`src/rtl/cvxif_copro_pkg.sv`:
```
// Shared encodings, enums and response struct for the CV-X-IF reference coprocessor.
// Purely declarative: no logic, no latency, no flow control.
// Backpressure: n/a.
package cvxif_copro_pkg;

    localparam logic [6:0] OPCODE_CUSTOM3 = 7'b1111011;

    localparam logic [2:0] F3_ADDSUB = 3'b000;
    localparam logic [2:0] F3_NOP    = 3'b001;
    localparam logic [2:0] F3_MUL    = 3'b010;

    localparam logic [6:0] F7_ADD = 7'b0000000;
    localparam logic [6:0] F7_SUB = 7'b0100000;
    localparam logic [6:0] F7_MUL = 7'b0000001;

    localparam int unsigned MUL_LATENCY = 4;

    typedef enum logic [2:0] {
        OP_ADD,
        OP_SUB,
        OP_NOP,
        OP_MUL,
        OP_ILLEGAL
    } copro_op_e;

    typedef enum logic [1:0] {
        IDLE,
        EXEC,
        WAIT_COMMIT,
        RESP
    } state_e;

    typedef struct packed {
        logic       accept;
        logic       writeback;
        logic [1:0] register_read;
    } issue_resp_t;

    function automatic logic needs_operands(input copro_op_e op);
        return (op == OP_ADD) || (op == OP_SUB) || (op == OP_MUL);
    endfunction

endpackage

```
`src/rtl/cvxif_copro_decoder.sv`:
```
// Custom-3 instruction decoder: instruction word -> operation plus issue response fields.
// Latency: purely combinational. MUL decoding only exists when CVXIF_COPRO_MUL_EN is defined.
// Backpressure: none; the caller qualifies the outputs with its own handshake.
module cvxif_copro_decoder
    import cvxif_copro_pkg::*;
(
    input  logic [31:0] instr_i,
    output copro_op_e   op_o,
    output issue_resp_t resp_o
);

    logic [6:0]  opcode;
    logic [2:0]  funct3;
    logic [6:0]  funct7;
    logic [14:0] unused_instr_fields;

    assign opcode              = instr_i[6:0];
    assign funct3              = instr_i[14:12];
    assign funct7              = instr_i[31:25];
    assign unused_instr_fields = {instr_i[24:15], instr_i[11:7]};

    always_comb begin
        op_o = OP_ILLEGAL;
        if (opcode == OPCODE_CUSTOM3) begin
            case (funct3)
                F3_ADDSUB: begin
                    if (funct7 == F7_ADD) begin
                        op_o = OP_ADD;
                    end else if (funct7 == F7_SUB) begin
                        op_o = OP_SUB;
                    end
                end
                F3_NOP: op_o = OP_NOP;
`ifdef CVXIF_COPRO_MUL_EN
                F3_MUL: begin
                    if (funct7 == F7_MUL) begin
                        op_o = OP_MUL;
                    end
                end
`endif
                default: op_o = OP_ILLEGAL;
            endcase
        end
    end

    always_comb begin
        resp_o = '0;
        case (op_o)
            OP_ADD, OP_SUB, OP_MUL: begin
                resp_o.accept        = 1'b1;
                resp_o.writeback     = 1'b1;
                resp_o.register_read = 2'b11;
            end
            OP_NOP:  resp_o.accept = 1'b1;
            default: resp_o = '0;
        endcase
    end

endmodule

```
`src/rtl/cvxif_copro_responder.sv`:
```
// CV-X-IF reference coprocessor: one instruction in flight, commit/kill tracking, result handshake.
// Latency: ADD/SUB spend ExecLatency cycles in EXEC (MUL 4, only with CVXIF_COPRO_MUL_EN), then wait for commit.
// Backpressure: issue_ready_o only in IDLE; result held stable in RESP until result_ready_i.
module cvxif_copro_responder
    import cvxif_copro_pkg::*;
#(
    parameter int unsigned XLEN        = 64,
    parameter int unsigned IdWidth     = 4,
    parameter int unsigned HartIdWidth = 1,
    parameter int unsigned ExecLatency = 2
) (
    input  logic                   clk_i,
    input  logic                   rst_ni,
    input  logic                   issue_valid_i,
    output logic                   issue_ready_o,
    input  logic [31:0]            issue_instr_i,
    input  logic [IdWidth-1:0]     issue_id_i,
    input  logic [HartIdWidth-1:0] issue_hartid_i,
    input  logic [2*XLEN-1:0]      register_rs_i,
    input  logic [1:0]             register_rs_valid_i,
    output logic                   issue_resp_accept_o,
    output logic                   issue_resp_writeback_o,
    output logic [1:0]             issue_resp_register_read_o,
    input  logic                   commit_valid_i,
    input  logic [IdWidth-1:0]     commit_id_i,
    input  logic                   commit_kill_i,
    output logic                   result_valid_o,
    input  logic                   result_ready_i,
    output logic [IdWidth-1:0]     result_id_o,
    output logic [HartIdWidth-1:0] result_hartid_o,
    output logic [XLEN-1:0]        result_data_o,
    output logic [4:0]             result_rd_o,
    output logic                   result_we_o
);

    localparam logic [3:0] EXEC_CNT_INIT = 4'(ExecLatency - 1);
    localparam logic [3:0] MUL_CNT_INIT  = 4'(MUL_LATENCY - 1);

    state_e                 state_q, state_d;
    logic [3:0]             cnt_q, cnt_d;
    logic                   committed_q, committed_d;
    copro_op_e              op_q;
    logic [XLEN-1:0]        rs1_q, rs2_q, res_data_q, exec_res;
    logic [IdWidth-1:0]     id_q;
    logic [HartIdWidth-1:0] hartid_q;
    logic [4:0]             rd_q;
    logic                   res_we_q;

    copro_op_e   dec_op;
    issue_resp_t dec_resp;
    logic        needs_ops, ready_int, handshake, accept_hs;
    logic        cmt_issue, cmt_match, cmt_ok, cmt_kill, exec_done;

    cvxif_copro_decoder u_decoder (
        .instr_i (issue_instr_i),
        .op_o    (dec_op),
        .resp_o  (dec_resp)
    );

    assign needs_ops = needs_operands(dec_op);
    assign ready_int = rst_ni && (state_q == IDLE) &&
                       (!needs_ops || (register_rs_valid_i == 2'b11));
    assign handshake = issue_valid_i && ready_int;
    assign accept_hs = handshake && dec_resp.accept;

    // In IDLE the commit port is compared against the id being issued this very cycle.
    assign cmt_issue = commit_valid_i && (commit_id_i == issue_id_i);
    assign cmt_match = commit_valid_i && (commit_id_i == id_q);
    assign cmt_ok    = cmt_match && !commit_kill_i;
    assign cmt_kill  = cmt_match && commit_kill_i;
    assign exec_done = (cnt_q == 4'd0);

    always_ff @(posedge clk_i) begin
        if (!rst_ni) begin
            state_q     <= IDLE;
            cnt_q       <= 4'd0;
            committed_q <= 1'b0;
        end else begin
            state_q     <= state_d;
            cnt_q       <= cnt_d;
            committed_q <= committed_d;
        end
    end

    always_comb begin
        state_d     = state_q;
        cnt_d       = cnt_q;
        committed_d = committed_q;
        case (state_q)
            IDLE: begin
                committed_d = 1'b0;
                if (accept_hs && !(cmt_issue && commit_kill_i)) begin
                    committed_d = cmt_issue;
                    if (needs_ops) begin
                        state_d = EXEC;
                        cnt_d   = (dec_op == OP_MUL) ? MUL_CNT_INIT : EXEC_CNT_INIT;
                    end else begin
                        state_d = WAIT_COMMIT;
                    end
                end
            end
            EXEC: begin
                committed_d = committed_q || cmt_ok;
                if (cmt_kill) begin
                    state_d = IDLE;
                end else if (exec_done) begin
                    state_d = committed_d ? RESP : WAIT_COMMIT;
                end else begin
                    cnt_d = cnt_q - 4'd1;
                end
            end
            WAIT_COMMIT: begin
                if (cmt_kill) begin
                    state_d = IDLE;
                end else if (committed_q || cmt_ok) begin
                    state_d = RESP;
                end
            end
            RESP: begin
                if (result_ready_i) begin
                    state_d = IDLE;
                end
            end
            default: state_d = IDLE;
        endcase
        if (state_d == IDLE) begin
            committed_d = 1'b0;
        end
    end

    always_comb begin
        exec_res = '0;
        case (op_q)
            OP_ADD:  exec_res = rs1_q + rs2_q;
            OP_SUB:  exec_res = rs1_q - rs2_q;
`ifdef CVXIF_COPRO_MUL_EN
            OP_MUL:  exec_res = rs1_q * rs2_q;
`endif
            default: exec_res = '0;
        endcase
    end

    always_ff @(posedge clk_i) begin
        if (!rst_ni) begin
            op_q       <= OP_ILLEGAL;
            rs1_q      <= '0;
            rs2_q      <= '0;
            id_q       <= '0;
            hartid_q   <= '0;
            rd_q       <= 5'd0;
            res_we_q   <= 1'b0;
            res_data_q <= '0;
        end else if ((state_q == IDLE) && accept_hs) begin
            op_q       <= dec_op;
            rs1_q      <= register_rs_i[XLEN-1:0];
            rs2_q      <= register_rs_i[2*XLEN-1:XLEN];
            id_q       <= issue_id_i;
            hartid_q   <= issue_hartid_i;
            rd_q       <= issue_instr_i[11:7];
            res_we_q   <= dec_resp.writeback;
            res_data_q <= '0;
        end else if ((state_q == EXEC) && exec_done && !cmt_kill) begin
            res_data_q <= exec_res;
        end
    end

    always_comb begin
        issue_ready_o              = ready_int;
        issue_resp_accept_o        = handshake && dec_resp.accept;
        issue_resp_writeback_o     = handshake && dec_resp.writeback;
        issue_resp_register_read_o = handshake ? dec_resp.register_read : 2'b00;
        result_valid_o             = (state_q == RESP);
        result_id_o                = id_q;
        result_hartid_o            = hartid_q;
        result_data_o              = res_data_q;
        result_rd_o                = rd_q;
        result_we_o                = res_we_q;
    end

endmodule

```
`config.mk`:
```
export PLATFORM = sky130hd
export DESIGN_NAME = cvxif_copro_responder
export DESIGN_NICKNAME = d
export VERILOG_FILES = /design/src/rtl/cvxif_copro_pkg.sv /design/src/rtl/cvxif_copro_decoder.sv /design/src/rtl/cvxif_copro_responder.sv
export SDC_FILE = /design/constraint.sdc
export NUM_CORES = 1
export LEC_CHECK = 0
export ABC_AREA = 1
export BUFFER_PORTS_ARGS = -buffer_cell sky130_fd_sc_hd__buf_2
export CORE_ASPECT_RATIO = 0.75
export CORE_UTILIZATION = 50
export CTS_CLUSTER_SIZE = 28
export DETAILED_ROUTE_END_ITERATION = 16
export GPL_ROUTABILITY_DRIVEN = 1
export PLACE_DENSITY = 0.82
export SETUP_SLACK_MARGIN = 0.1
export SYNTH_ARGS = -nofsm -noshare
export SYNTH_HDL_FRONTEND = slang
export SYNTH_HIERARCHICAL = 1
export SYNTH_SLANG_ARGS = --single-unit
```
`constraint.sdc`:
```
create_clock -name clk_i -period 4.3 [get_ports clk_i]
set_input_delay 0 -clock clk_i [delete_from_list [all_inputs] [get_ports clk_i]]
set_output_delay 0 -clock clk_i [all_outputs]
set_load 0.01 [all_outputs]
```
Word level (Yosys, flattened, before mapping)
Cells that the tools add are included.
{"block": "totals", "reg_bits": 213, "inputBits": 177, "out_inout_bits": 81, "word_cells": 92}
{"block": "classes", "addsub": 3, "eq_ne": 17, "mux": 25, "bitwise": 1, "n_reduce_logical": 35}
{"operator": "$pmux W64 S2", "count": 1}
{"operator": "$add A64 B64 Y64", "count": 1}
{"operator": "$sub A64 B64 Y64", "count": 1}
{"operator": "$mux W2", "count": 9}
{"operator": "$mux W4", "count": 4}
{"operator": "$logic_and A1 B1 Y1", "count": 14}
{"operator": "$mux W3", "count": 4}
{"operator": "$eq A3 B1 Y1 const B", "count": 3}
{"operator": "$logic_not A3 Y1", "count": 3}
{"operator": "$eq A4 B4 Y1", "count": 2}
{"operator": "$ne A2 B2 Y1 const B", "count": 4}
{"operator": "$pmux W2 S4", "count": 1}
{"operator": "$pmux W4 S2", "count": 1}
{"operator": "$eq A7 B6 Y1 const B", "count": 1}
{"operator": "$eq A7 B7 Y1 const B", "count": 1}
{"operator": "$logic_not A7 Y1", "count": 1}
{"operator": "$eq A2 B2 Y1 const B", "count": 3}
{"operator": "$eq A3 B2 Y1 const B", "count": 2}
{"operator": "$pmux W3 S2", "count": 1}
{"operator": "$reduce_and A5 Y1", "count": 1}
{"operator": "$logic_not A1 Y1", "count": 4}
{"operator": "$logic_not A2 Y1", "count": 2}
{"operator": "$logic_not A4 Y1", "count": 1}
{"operator": "$logic_or A1 B1 Y1", "count": 4}
{"operator": "other kinds (9)", "count": 12}

Depth between registers and ports, before layout
Gate-level depths: netlist (run 1).
{"block": "depth", "word_depth": 18, "ltp_mapped": 26, "depth_no_buf": 26}

Cells and area by module
Netlist (run 1), hierarchy kept.
{"mod": "cvxif_copro_responder", "instances": 1, "cells_each": 2585, "area_per_inst_um2": 15347.2, "seq_area_each_um2": 4264.1}
{"mod": "cvxif_copro_decoder", "instances": 1, "cells_each": 23, "area_per_inst_um2": 181.4, "seq_area_each_um2": 0.0}

Least setup slack after synthesis (run 1)
OpenSTA, ideal clock, no wires.
{"block": "synth_timing", "kind": "reg-to-reg", "startpoint": "register rs2_q[0]", "endpoint": "register res_data_q[55] (netlist: result_data_o[55])", "setup_time_ps": 132, "arrival_time_ps": 2901, "required_ps": 4168, "slack_ps": 1267, "path_stages_with_launch": 25, "n_path_buf": 0, "synth_period_minus_slack_ps": 3033, "cell_sequence": "dfxtp_1 inv_1 ha_1 nand3_1 nor2_2 nand2_2 nor2_2 nand3_2 o21ai_2 nand2_1 inv_2 o21ai_1 xor2_1 ha_1 nand2_1 nor2_1 inv_1 nor2_1 nand2_1 nor2_1 nand2_1 nand3b_1 nand2_1 nand3_1 a21oi_1"}
{"block": "synth_via", "elab_chain_cells": 2, "word_cells_on_any_way": 3, "classes_between": "2 x add/sub; 1 x mux"}
{"item": "start, declared", "line_no": "cvxif_copro_responder.sv:43", "text": "logic [XLEN-1:0] rs1_q, rs2_q, res_data_q, exec_res;"}
{"item": "start signal, assigned", "line_no": "cvxif_copro_responder.sv:156", "text": "rs2_q <= register_rs_i[2*XLEN-1:XLEN];"}
{"item": "$sub A64 B64 Y64 / $add A64 B64 Y64 (equally long branches)", "line_no": "cvxif_copro_responder.sv:135, cvxif_copro_responder.sv:134"}
{"item": "$pmux W64 S2 *", "line_no": "cvxif_copro_responder.sv:133", "text": "case (op_q)"}
{"item": "end signal, assigned", "line_no": "cvxif_copro_responder.sv:163", "text": "res_data_q <= exec_res;"}
{"item": "end, declared", "line_no": "cvxif_copro_responder.sv:43"}
Every way passes the cells marked *; elsewhere a longest branch is shown, timed or not.
A chain may end at the register's enable or synchronous reset.

Worst setup path after layout (run 1)
{"block": "layout_timing", "startpoint": "input issue_instr_i[14]", "endpoint": "register rs1_q[1]"}
{"block": "layout_via", "elab_chain_cells": 12, "word_cells_on_any_way": 18, "classes_between": "4 x eq/ne; 3 x mux; 11 x reduce/logical"}
{"item": "start, declared", "line_no": "cvxif_copro_responder.sv:16", "text": "input logic [31:0] issue_instr_i,"}
{"item": "$eq A3 B1 Y1 / $logic_not A3 Y1 (equally long branches)", "line_no": "cvxif_copro_decoder.sv:25", "text": "case (funct3)"}
{"item": "$pmux W3 S2 *", "line_no": "cvxif_copro_decoder.sv:25"}
{"item": "$mux W3 *", "line_no": "cvxif_copro_decoder.sv:24", "text": "if (opcode == OPCODE_CUSTOM3) begin"}
{"item": "net dec_op[0]", "line_no": "cvxif_copro_responder.sv:49", "text": "copro_op_e dec_op;"}
{"item": "$eq A3 B1 Y1 / $logic_not A3 Y1 (equally long branches)", "line_no": "cvxif_copro_pkg.sv:40, cvxif_copro_decoder.sv:48"}
{"item": "$logic_or A1 B1 Y1 (2 in a row)", "line_no": "cvxif_copro_pkg.sv:40", "text": "return (op == OP_ADD) || (op == OP_SUB) || (op == OP_MUL);"}
{"item": "$logic_not A1 Y1", "line_no": "cvxif_copro_responder.sv:62", "text": "(!needs_ops || (register_rs_valid_i == 2'b11));"}
{"item": "$logic_or A1 B1 Y1", "line_no": "cvxif_copro_responder.sv:62"}
{"item": "$logic_and A1 B1 Y1", "line_no": "cvxif_copro_responder.sv:61", "text": "assign ready_int = rst_ni && (state_q == IDLE) &&"}
{"item": "$logic_and A1 B1 Y1", "line_no": "cvxif_copro_responder.sv:63", "text": "assign handshake = issue_valid_i && ready_int;"}
{"item": "$logic_and A1 B1 Y1 *", "line_no": "cvxif_copro_responder.sv:64", "text": "assign accept_hs = handshake && dec_resp.accept;"}
{"item": "$logic_and A1 B1 Y1 *", "line_no": "cvxif_copro_responder.sv:153", "text": "end else if ((state_q == IDLE) && accept_hs) begin"}
{"item": "end signal, assigned", "line_no": "cvxif_copro_responder.sv:155", "text": "rs1_q <= register_rs_i[XLEN-1:0];"}
{"item": "end, declared", "line_no": "cvxif_copro_responder.sv:43"}
Mark *: on every way through the listed nets, which the timed path passes. The rest lies on a longest branch.

==> results of run 1 <==
-- power by group --
group	switching, µW	total (µW)	internal [µW]	leakage (µW)
sequential	0.448	1970	1970	0.00171
combinational	441	736	295	0.00840
clock	845	2020	1170	0.000356
-- sequential cells by signal (all words and copies together) (netlist names), 2 cells and up --
name           flops
rs2_q             64
result_data_o     64
result_id_o        4
op_q               3
cnt_q              4
rs1_q             64
state_q            2
result_rd_o        5
-- how the worst max path moves through the flow --
stage	slack, ns	cells after the start	start	end
2_1_floorplan	1.27	24	rs2_q[0]$_SDFFE_PN0P_	result_data_o[55]$_SDFFE_PP0P_
3_3_place_gp	0.60	20	rs2_q[2]$_SDFFE_PN0P_	result_data_o[59]$_SDFFE_PP0P_
3_5_place_dp	0.53	23	rs2_q[0]$_SDFFE_PN0P_	result_data_o[56]$_SDFFE_PP0P_
4_1_cts	0.40	19	issue_instr_i[14]	rs2_q[49]$_SDFFE_PN0P_
5_1_grt	0.10	23	rs2_q[0]$_SDFFE_PN0P_	result_data_o[56]$_SDFFE_PP0P_
6_report	0.21	18	issue_instr_i[14]	rs1_q[1]$_SDFFE_PN0P_
-- layout make-up --
cell class,count,area [µm²],area share [%]
Clock buffer,30,611,3.18
Clock inverter,7,124,0.644
Inverter,409,1540,8.01
Multi-Input combinational cell,1914,9360,48.7
Sequential cell,213,4260,22.2
Tap cell,399,499,2.60
Timing Repair Buffer,408,2830,14.7
-- cell families after synthesis --
group | count (synthesis) | synth area share (%)
AOI/OAI and AO/OA | 374 | 12.8
xor gates and xnor gates | 77 | 4.34
adders and majority gates | 67 | 5.45
buffers and inverters | 481 | 12.3
DFF | 213 | 27.5
and+or+nand+nor | 1396 | 37.6
-- metrics by stage --
stage | cell area (µm²) | utilization, % | hold slack (ns) | setup slack [ns]
2_1_floorplan | 15500 | - | 0.113 | 1.27
3_3_place_gp | 17000 | 56.0 | 0.203 | 0.601
3_5_place_dp | 17000 | 56.0 | 0.210 | 0.526
4_1_cts | 19200 | 63.3 | 0.0261 | 0.404
5_1_grt | 19200 | 63.4 | 0.0903 | 0.102
6_report | 19200 | 63.4 | 0.0656 | 0.212
-- worst min-delay path, delay by kind of cell --
kind | cells | cell delay (ns)
and+or+nand+nor | 6 | 0.46
buffers and inverters | 1 | 0.10
-- what timing repair did --
item | CTS | global route
setup endpoints to repair | 0 | 24
endpoints found under the hold margin | 143 | 0
hold buffers | 147 | 0
gates resized for setup | 0 | 4
-- per-layer routing --
layer	vias up	track usage, %
met5	-	0
met4	0	12.6
met3	177	5.82
met2	968	58.7
met1	8291	51.9
li1	8843	-
-- layout by cell type (no fill, tap or decap), drive strengths merged --
cell type	count
bufinv	3
clkinv	3
and3	1
nor3b	3
inv	409
dlygate4sd3	147
o221ai	1
o21a	2
o22ai	2
ha	66
clkbuf	30
o31ai	3
nand3	119
buf	261
o21ai	177
nand2	778
nand4	29
clkinvlp	1
xor2	68
xnor2	9
a31oi	1
dfxtp	213
a22oi	4
a21oi	166
nand3b	23
o21bai	6
fa	1
nor4	4
and2	2
nor3	24
a22o	11
or2	21
nor2	392
a21boi	1
==> summary.md, run 1 <==
Setup slack on the worst reg-to-reg path comes out at 0.41 ns. The floorplan step defined a die boundary enclosing 31,800 µm². The most common cell in the netlist was nand2_1. The initial cell density of the core was 51.2%. For this run, the slowest stage of the critical path takes 0.78 ns. The capturing point of the worst reg2reg path was result_data_o[63]$_SDFFE_PP0P_.

The tools report the last weighted congestion value of the routability-driven placer as 0.942. The worst hold path belongs to the class input pin to flip-flop. Along the worst path, the maximum fanout reaches 74. Across the run, the number of max-cap violations was 0.

TritonCTS built the clock tree. The run gives 37.4% as the all-layer global routing usage. For this block, the routed nets add up to 60,700 µm of wire. The path type of the worst setup path is input pin to flip-flop. The slowest stage of the critical path is the o21ai_0 cell. Synthesis warning total: 6. Wire segments on met3 add up to 5520 µm in the final route.

The half-perimeter wire length after detailed placement is 44,700 µm, and the number of enable-type register cells in the synthesized netlist is 0. The number of hold violations in the final report was 0. After synthesis the cells add up to 15,500 µm². The maximum number of pins on one net before global-route repair was 120; the data arrival time of the critical path was 4.47 ns. The analysis attributes to cell leakage a power of 0.0105 µW. Synthesis instantiated 47 different standard cells from the library. For the final routed database, the setup TNS stands at 0 ns.

The number of cells traversed by the worst hold path was 7; the number of buffers on the longest clock path was 3. The count of nets after finishing is 3,212, and the actual slew at the worst max-slew pin is 1.02 ns. The first-pass iteration count of the detailed router is 7, and the highest attainable clock frequency is 245 MHz. The total overflow left after global routing is 0. By area the synthesized netlist is led by dfxtp_1, nand2_1, inv_1, nor2_1, o21ai_0. After detailed routing, the met2 layer carries 25,900 µm of wire. Pin placement for this block handled 258 I/O pins.

The number of buffers and inverters on the critical path is 8. The worst setup path is captured at a flip-flop. The H-tree depth came out at 1.

After detailed routing, the number of vias per cell comes to 5.41. Startpoint type of the worst setup path: an input pin. The number of cells after detailed placement was 3,196. The proportion of register bits with asynchronous set or reset after synthesis is 0%, and the number of nets produced by synthesis is 2,852. The initial antenna violation count is 0. Once layout is complete, the cells apart from fillers number 3,380.

Broken down by cell family, the worst path's largest delay share belongs to buffers and inverters. The core region is 30,300 µm². The ratio of cells with drive above 1 in the final layout is 12.1%. The run gives 0 as the number of antenna repair diodes. Setup repair after global routing left no endpoint under its margin. Across the VDD grid, the largest voltage drop is 274 µV. The power density of the placed cells came out at 246 nW/µm². For the detailed-route wire length on metal 1, the log shows 26,900 µm.

Sorting the synthesized cells by how often they occur yields nand2_1, inv_1, nor2_1, dfxtp_1, o21ai_0. Counting every instance in the synthesized netlist gives 2,608. Sequential elements use 27.5% of the synthesized area.

Clock-pin slew was measured on the worst setup and hold paths at 0.06 ns. The count of buffers added on input and output ports is 247. For the total via count in the routed design, the log shows 18,300. The synthesized design spends more area on one cell type than any other, namely dfxtp_1. In this run the horizontal extent of the chip is 205 µm. In this run the critical register-to-register path is launched from rs2_q[16]$_SDFFE_PN0P_.

Measured against its own limit, the worst slew margin works out to 32.0%. The flip-flop and latch count after synthesis is 213. Layout overhead on the synthesized area: 23.8%. The worst hold path begins at issue_instr_i[0]. In this run the clock root is driven by a clkbuf_16. Setup violations remaining at the end of the flow were counted as 0. The tools report the number of setup buffers added after CTS as 0. In the finished design, the share of the clock period the worst path needs comes to 95.1%.

In the routed design, unresolved DRC markers number 0. The length in cells of the worst reg-to-reg path is 19. The hold path endpoint is op_q[1]$_SDFFE_PN0P_. In the final routed layout, each cell accounts on average for 18.0 µm. The floorplan step set the die height to 155 µm. The count of final max-slew check failures was 0. In this run, CTS created clock tree buffers numbering 22. For the initial DRC count, the log shows 1,789. Total power for the finished layout comes to 4730 µW. By instance count, the cell type seen most on the critical path is dlygate4sd3_1. The initialized floorplan defines 55 standard-cell rows.

In this run the remaining antenna-violating nets after routing total 0. STA puts the critical path data required time at 4.69 ns. The clock latency on the worst-skew pair was 0.54 ns; the share of Yosys cell area claimed by the top area cell type was 27.5%. Mean instance size in the synthesized netlist: 5.95 µm². The flow ran to the end, and the final reports show no timing, DRC or antenna violations.

The clock period could shrink to 4.09 ns. The most used flip-flop cell after synthesis is dfxtp_1. The filler cell count is 2,743. For the number of global-route vias before repair, the log shows 17,000. The signal on the critical path passes through dlygate4sd3_1 -> buf_2 -> nor2_2 -> dlygate4sd3_1 -> nand3_4 -> nor3_2 -> dlygate4sd3_1 -> inv_1 -> a21oi_2 -> nand2_1 -> nand3_1 -> inv_2 -> nand2_1 -> nor2_4 -> buf_4 -> inv_6 -> o21ai_0 -> a21oi_1. The first global-routing pass estimated 91,800 µm of wire. Clock skew on the completed layout was measured at 0.0111 ns.

The tree built by TritonCTS fans out to 213 sinks. Signal routing reaches up to met4.
No activity file was read; power rests on OpenSTA's default activity.
==> run 2: changes to the inputs <==
Settings changed: MAX_ROUTING_LAYER set to met4, SYNTH_HIERARCHICAL 1 to not set.
==> summary.md, run 2 <==
The synthesis warning total was 0 (-6). The power density of the placed cells is 239 nW/µm² (-2.8%). Top-level I/O count: 258 (unchanged). The ratio of cells with drive above 1 in the final layout was 16.6% (+4.4 points); the first-pass GRT wire length was 94,000 µm (+2.5%).

TritonCTS built the clock tree. For the number of nets with antenna violations after routing, the log shows 0 (unchanged). The most common cell in the netlist was nand2_1.

Setup repair after global routing left no endpoint under its margin. The half-perimeter wire length after detailed placement came out at 44,700 µm (about the same). Following the worst setup path forward leads to its endpoint at result_data_o[50]$_SDFFE_PP0P_. The run gives 4.69 ns (about the same) as the data required time of the worst path. After synthesis, the most frequently instantiated cells are nand2_1, inv_1, nor2_1, dfxtp_1, o21ai_0. The initial antenna violation count is 4 (+4), and the worst hold margin is 0.0911 ns (+0.0256 ns). The met3 track demand over resource in global routing was 4.95% (-0.87 points); the actual slew at the worst max-slew pin was 1.21 ns (+0.192 ns). The highest attainable clock frequency is 252 MHz (+2.9%). Launching instance or port of the critical path: rs2_q[8]$_SDFFE_PN0P_.

The path class of the tightest hold or removal check is input pin to flip-flop. The number of buffers on the longest clock path was 3 (unchanged). For the number of unique standard cell types used by synthesis, the log shows 49 (+4.3%).

The tools report the share of synthesized area occupied by flip-flops and latches as 26.5% (-0.93 points). The number of violations of the max-capacitance limit was 0 (unchanged). The maximum net fanout on the critical path was 6 (-92%).

The run gives 0 (unchanged) as the number of endpoints failing setup at the final stage. The library cell used most frequently in the layout, excluding fill and tap cells, is nand2_1. The flow ran to the end, and the final reports show no timing, DRC or antenna violations.

The pre-CTS worst setup slack is 0.501 ns (-0.0255 ns). The number of global-route vias before repair is 17,200 (+1.4%), and the count of final max-slew check failures is 0 (unchanged). The path type of the worst setup path was flip-flop to flip-flop. The number of CTS-inserted buffers is 22 (unchanged), and the count of nets after finishing is 3,258 (+1.4%). The worst setup path is launched from a flip-flop. Commonest register cell after synthesis: dfxtp_1. The die extent in x came out at 209 µm (+1.7%).

Summed over all instances, the cell type with the most area after synthesis is dfxtp_1. Among the stages of the critical path, the cell type that occurs most often is nand2_1. The final critical delay including setup and external delays was 3.97 ns (-0.116 ns). The total via count in the routed design came out at 18,700 (+2.0%). Launching point of the worst reg2reg path: rs2_q[8]$_SDFFE_PN0P_. The delay contributed by the slowest stage of the critical path was 0.47 ns (-0.31 ns); the initial DRC count was 1,930 (+7.9%).

The run gives 56 (+1.8%) as the placement row count. The number of port buffers was 247 (unchanged); the post-route DRC violation count was 0 (unchanged). The die outline area was 32,900 µm² (+3.5%). The share of Yosys cell area claimed by the top area cell type came out at 26.5% (-0.93 points). The reg-to-reg setup timing slack came out at 0.33 ns (-0.08 ns). The number of cells traversed by the worst hold path was 6 (-1); the length in cells of the worst reg-to-reg path was 22 (+3). The tools report the first-pass iteration count of the detailed router as 6 (-1). The setup clock skew after layout came out at 0.0256 ns (+0.0145 ns). The run gives 0.0105 µW (+0.23%) as the leakage power of the design.

The run gives 274 µV (-0.13%) as the worst supply voltage drop on vdd. The initial cell density of the core is 51.1% (-0.079 points), and the proportion of register bits with asynchronous set or reset after synthesis is 0% (unchanged). The average vias per placed instance works out to 5.42 (+0.30%). The placeable core region was 31,500 µm² (+3.7%). Ranked by total cell area, the synthesized netlist is headed by dfxtp_1, nand2_1, inv_1, nor2_1, ha_1. The final routed wirelength across all metal layers is 61,900 µm (+2.0%). The logs give 4730 µW (about the same) for the total chip power and 0 (unchanged) for the sum of overflow across all layers after global routing. The run gives 1 (unchanged) as the H-tree depth.

In this run the critical register-to-register path is captured at result_data_o[50]$_SDFFE_PP0P_. The number of hold violations in the final report is 0 (unchanged), and the tightest slew margin relative to the limit is 19.2% (-13 points). The summed negative setup slack over all endpoints was 0 ns (unchanged). The logs give 213 (unchanged) for the CTS sink count and 2,892 (+1.4%) for the number of nets produced by synthesis. Traced cell by cell, the critical path runs through nor2_1 -> nand2_1 -> nor2_1 -> nand2_2 -> nor2_4 -> nand3_4 -> nand2_1 -> o21ai_0 -> xor2_1 -> inv_1 -> ha_1 -> nand2_1 -> nor2_1 -> inv_1 -> nor3_1 -> nand2_1 -> nor2_1 -> nand2_1 -> nand3_1 -> nand2_1 -> nand3_1 -> a21oi_1.

The global-route track usage on met1 came out at 51.1% (-0.78 points). The kind of cell with the highest combined delay along the critical path is simple AND/OR/NAND/NOR gates. Layer with the highest usage after global routing: met2. The cell count along the critical path came out at 22 (+4).

The number of setup buffers added after CTS came out at 0 (unchanged). The sort of element at the end of the critical path is a flip-flop. For the last weighted congestion value of the routability-driven placer, the log shows 0.994 (+5.5%).

The tools report the synthesized area as 16,100 µm² (+3.5%). The library cells used most frequently in the layout, excluding fill and tap cells, are nand2_1, inv_1, nor2_1, buf_2, dfxtp_1. For the instance count of the mapped netlist, the log shows 2,648 (+1.5%).

The maximum number of pins on one net before global-route repair is 86 (-28%). Met2 routing resource usage after global routing: 58.6% (-0.079 points). The total buffers and inverters traversed by the critical path was 2 (-6). The clock-pin slew reported for the worst setup and hold paths after clock tree synthesis is 0.06 ns (about the same), and the number of enable-type register cells in the synthesized netlist is 0 (unchanged). The layout overhead on the synthesized area is 23.1%, and the mean instance size in the synthesized netlist is 6.07 µm² (+1.9%). The run gives 0.328 ns (+0.116 ns) as the worst setup margin. The cell sitting at the root of the clock tree is a clkbuf_16. Master of the slowest instance on the critical path: nor3_1. The all-layer global routing usage came out at 38.1% (+0.65 points).

The data arrival time of the critical path is 4.36 ns (-0.11 ns), and the height of the chip is 157 µm (+1.7%). Clock latency on the worst-skew pair: 0.56 ns (+0.02 ns). Flip-flop and latch count after synthesis: 213 (unchanged). Per-cell routed wire length: 18.0 µm (+0.23%). The fraction of the cycle the final worst path needs came out at 92.4% (-2.7 points).
## run 2: final cells by class
| class | instances | area [µm²] |
|---|---|---|
| Antenna cell | 6 | 15.0 |
| Clock buffer | 28 | 613 |
| Clock inverter | 9 | 126 |
| Fill cell | 2876 | 11700 |
| Inverter | 411 | 1550 |
| Multi-Input combinational cell | 1950 | 9810 |
| Sequential cell | 213 | 4260 |
| Tap cell | 406 | 508 |
| Timing Repair Buffer | 416 | 2900 |
## run 2: kinds of logic (layout without fill, tap and decap cells)
group / count (synthesis) / after routing / synth area share [%]
AO/OA/AOI/OAI: 386 / 386 / 12.9
XOR/XNOR: 69 / 69 / 3.76
adder cells (fa/ha/maj): 67 / 67 / 5.26
buffers and inverters: 485 / 864 / 12.6
flip-flops: 213 / 213 / 26.5
other: 0 / 6 / 0
AND/OR/NAND/NOR: 1428 / 1428 / 38.9
## run 2: metrics by stage
stage	util (%)	cell area, µm²	std cells
after global routing	62.9	19800	3437
after global placement	55.4	17400	3239
after CTS	62.8	19800	3433
final	62.9	19800	3439
after detailed placement	55.4	17400	3239
after floorplan	-	16100	2648
## run 2: tightest hold or removal path: cells and delay by family
family                 cells  cell delay, ns
and+or+nand+nor            4            0.42
AOI/OAI and AO/OA          1            0.12
buffers and inverters      1            0.08
## run 2: timing repair
| item | CTS | global route |
|---|---|---|
| endpoints found under the setup margin | 0 | 5 |
| hold buffers | 157 | 0 |
| hold endpoints to repair | 148 | 0 |
| gates resized for setup | 0 | 4 |
## run 2: power by group
group | internal, µW | switching [µW]
clock | 1130 | 877
sequential | 1970 | 0.461
combinational | 302 | 443
total | 3410 | 1320
## run 2: layer usage
metal  vias to the layer above  routed length, µm
li1                       9008                  -
met1                      8499              27300
met2                       954              26500
met3                       192               5490
met4                         0               2590
met5                         -                  0
## run 2: how the worst min path moves through the flow
stage	from	endpoint	slack, ns
finish	register_rs_valid_i[1]	result_we_o$_SDFFE_PN0P_	0.09
global route	register_rs_valid_i[1]	result_we_o$_SDFFE_PN0P_	0.11
CTS	register_rs_valid_i[1]	result_we_o$_SDFFE_PN0P_	0.01
detailed placement	register_rs_i[13]	rs1_q[13]$_SDFFE_PN0P_	0.21
global placement	register_rs_i[56]	rs1_q[56]$_SDFFE_PN0P_	0.21
floorplan	issue_instr_i[12]	issue_resp_writeback_o	0.07
==> run 3: changes to the inputs <==
Settings changed: CELL_PAD_IN_SITES_DETAIL_PLACEMENT set to 1, CELL_PAD_IN_SITES_GLOBAL_PLACEMENT set to 2, CORE_UTILIZATION 50 to 30, PLACE_DENSITY 0.82 to 0.9.
==> summary.md, run 3 (same netlist as run 2, synthesis figures left out) <==
The run finished, with violations left. The checks that failed: DRC. The actual slew at the worst max-slew pin is 1.17 ns (-0.0452 ns). The library cell used most frequently in the layout, excluding fill and tap cells, is nand2_1.

The worst supply voltage drop on vdd is 266 µV (-2.9%). Ratio of cells with drive above 1 in the final layout: 16.6% (+0.083 points). The logs give 0.0337 ns (+0.00803 ns) for the setup clock skew after layout and 1 (unchanged) for the H-tree depth. The run gives 9810 µm² (about the same) as the footprint of the multi-input gates.

Initial antenna violation count: 2 (-2). The data arrival time of the critical path is 4.52 ns (+0.16 ns), and the count of final max-slew check failures is 0 (unchanged). The most critical setup path has its startpoint at rs2_q[24]$_SDFFE_PN0P_. For the die outline area, the log shows 54,500 µm² (+66%). The worst setup path is launched from a flip-flop. The total buffers and inverters traversed by the critical path was 0 (-2); the die extent in x was 269 µm (+29%).

The top-level I/O count was 258 (unchanged). The worst hold margin is 0.0590 ns (-0.0321 ns). The critical path is of the flip-flop to flip-flop type.

The startpoint identified for the worst hold timing path is register_rs_valid_i[0]. For the sum of overflow across all layers after global routing, the log shows 0 (unchanged). For the number of endpoints failing setup at the final stage, the log shows 0 (unchanged). In this run the critical register-to-register path is launched from rs2_q[24]$_SDFFE_PN0P_. The highest attainable clock frequency is 249 MHz (-1.2%), and the final cell utilization of the core is 38.8% (-24 points). Power density of the placed cells: 240 nW/µm² (+0.52%). The run gives 0.937 (-5.7%) as the last weighted congestion value of the routability-driven placer. The CTS sink count was 213 (unchanged); the first-pass iteration count of the detailed router was 11 (+5).

The average vias per placed instance is 4.85 (-11%). The initial cell density of the core was 30.3% (-21 points). The final critical delay including setup and external delays is 4.02 ns (+0.0482 ns).

The tools report the initial DRC count as 971 (-50%). The first-pass GRT wire length was 108,000 µm (+15%). The height of the chip came out at 202 µm (+29%).

TritonCTS built the clock tree. The half-perimeter wire length after detailed placement is 54,000 µm (+21%). The logs give 19,100 (+11%) for the number of global-route vias before repair and 2 (+2) for the post-route DRC violation count. The worst setup path is captured at a flip-flop. The tools report the count of nets after finishing as 3,289 (+0.95%). The class of the most critical hold timing path was input pin to flip-flop.

Setup repair after global routing could not meet its margin everywhere. Maximum number of pins on one net before global-route repair: 90 (+4.7%). For the number of setup buffers added after CTS, the log shows 0 (unchanged).

The filler cell count came out at 7,025 (+140%). The all-layer global routing usage was 26.1% (-12 points); the per-cell routed wire length was 18.7 µm (+3.7%). The tightest slew margin relative to the limit came out at 22.2% (+3.0 points). The run gives 73 (+30%) as the placement row count. The master of the slowest instance on the critical path is nor3_1. The tools report the number of CTS-inserted buffers as 24 (+9.1%). Compared with the post-synthesis result, the final layout area differs by 27.8%.

The delay contributed by the slowest stage of the critical path works out to 0.45 ns (-0.02 ns). The signal on the critical path passes through nor2_1 -> nand3_1 -> nor2_1 -> nand4_1 -> nor3_1 -> nand2_1 -> xor2_1 -> nand2_1 -> o21ai_0 -> ha_1 -> a21oi_1 -> o21ai_0 -> a21oi_1 -> nand2_1 -> a21oi_1 -> nand2_1 -> nand2_1 -> nand3_1 -> a21oi_1. The total via count in the routed design is 18,300 (-1.9%), and the clock-pin slew reported for the worst setup and hold paths after clock tree synthesis is 0.07 ns (about the same). For the leakage power of the design, the log shows 0.0107 µW (+1.9%). The run gives 70,400 µm (+14%) as the final routed wirelength across all metal layers.

The kind of cell with the highest combined delay along the critical path is simple AND/OR/NAND/NOR gates. The summed negative setup slack over all endpoints is 0 ns (unchanged), and the number of hold violations in the final report is 0 (unchanged). The top cell types in the final layout, fill and taps aside, are nand2_1, inv_1, nor2_1, buf_2, dfxtp_1. The number of port buffers is 247 (unchanged), and the clock latency on the worst-skew pair is 0.59 ns (+0.03 ns).

The fraction of the cycle the final worst path needs works out to 93.5% (+1.1 points). The placeable core region was 53,000 µm² (+68%). The logs give 4.80 ns (+0.11 ns) for the data required time of the worst path and 4260 µm² (unchanged) for the sequential standard cell area. The tools report the number of buffers on the longest clock path as 3 (unchanged). The cell occurring most often along the worst timing path is nand2_1. The maximum net fanout on the critical path was 4 (-2). The clock tree root driver cell is clkbuf_16. The number of violations of the max-capacitance limit was 0 (unchanged). For the number of nets with antenna violations after routing, the log shows 0 (unchanged).
run 3: cell types whose count changed in the layout (fill, tap and decap cells not counted), sizes merged:
cell         before  now
dlygate4sd3     157  184
clkbuf           28   32
diode             6    2
buf             259  261
clkinvlp          1    0
inv             411  412
run 3: final cells by class:
cell class	count	area share [%]
tap	712	4.34
sequential	213	20.8
timing repair buffer	445	15.6
inverter	411	7.54
antenna	2	0.0244
clock buffer	32	3.36
multi-input combinational	1950	47.8
clock inverter	9	0.621
run 3: power breakdown:
group          internal [µW]  switching, µW  leakage, µW
Combinational            311            456      0.00857
Clock                   1250            942     0.000405
Sequential              1970          0.494      0.00171
run 3: what timing repair did:
action                                  in CTS  in global routing
endpoints found under the setup margin       0                 13
resized for setup                            0                  6
hold buffers                               184                  0
endpoints found under the hold margin      145                  0
run 3: worst min-delay path, cell delays in order:
cell,delay (ns)
buf_2,0.07
nand2_1,0.06
nand3_2,0.10
nand3_2,0.10
nor2_1,0.15
a31o_2,0.12
run 3: worst paths after layout:
kind / end / slack [ns] / cells past startpoint
worst max-delay path: result_data_o[63]$_SDFFE_PP0P_ / 0.28 / 19
worst min-delay path: result_we_o$_SDFFE_PN0P_ / 0.06 / 6
worst max register to register: result_data_o[63]$_SDFFE_PP0P_ / 0.28 / 19
worst min register to register: op_q[2]$_SDFFE_PN1P_ / 0.45 / 2
run 3: per-layer routing:
metal / share of wire [%] / vias to the layer above / GRT usage (%)
met3: 4.8 / 91 / 2.81
met1: 49 / 8692 / 36.3
li1: - / 9060 / -
met4: 2.4 / 0 / 5.97
met2: 44 / 456 / 40.6
met5: 0 / - / -
run 3: stage by stage:
stage	worst slack, ns	cells	total power, µW	area, µm²
global placement	0.506	3547	2630	17800
global route	0.0566	3774	5140	20500
finish	0.280	3774	4930	20500
detailed placement	0.417	3547	2650	17800
floorplan	1.27	2648	2420	16100
CTS	0.390	3772	4940	20500
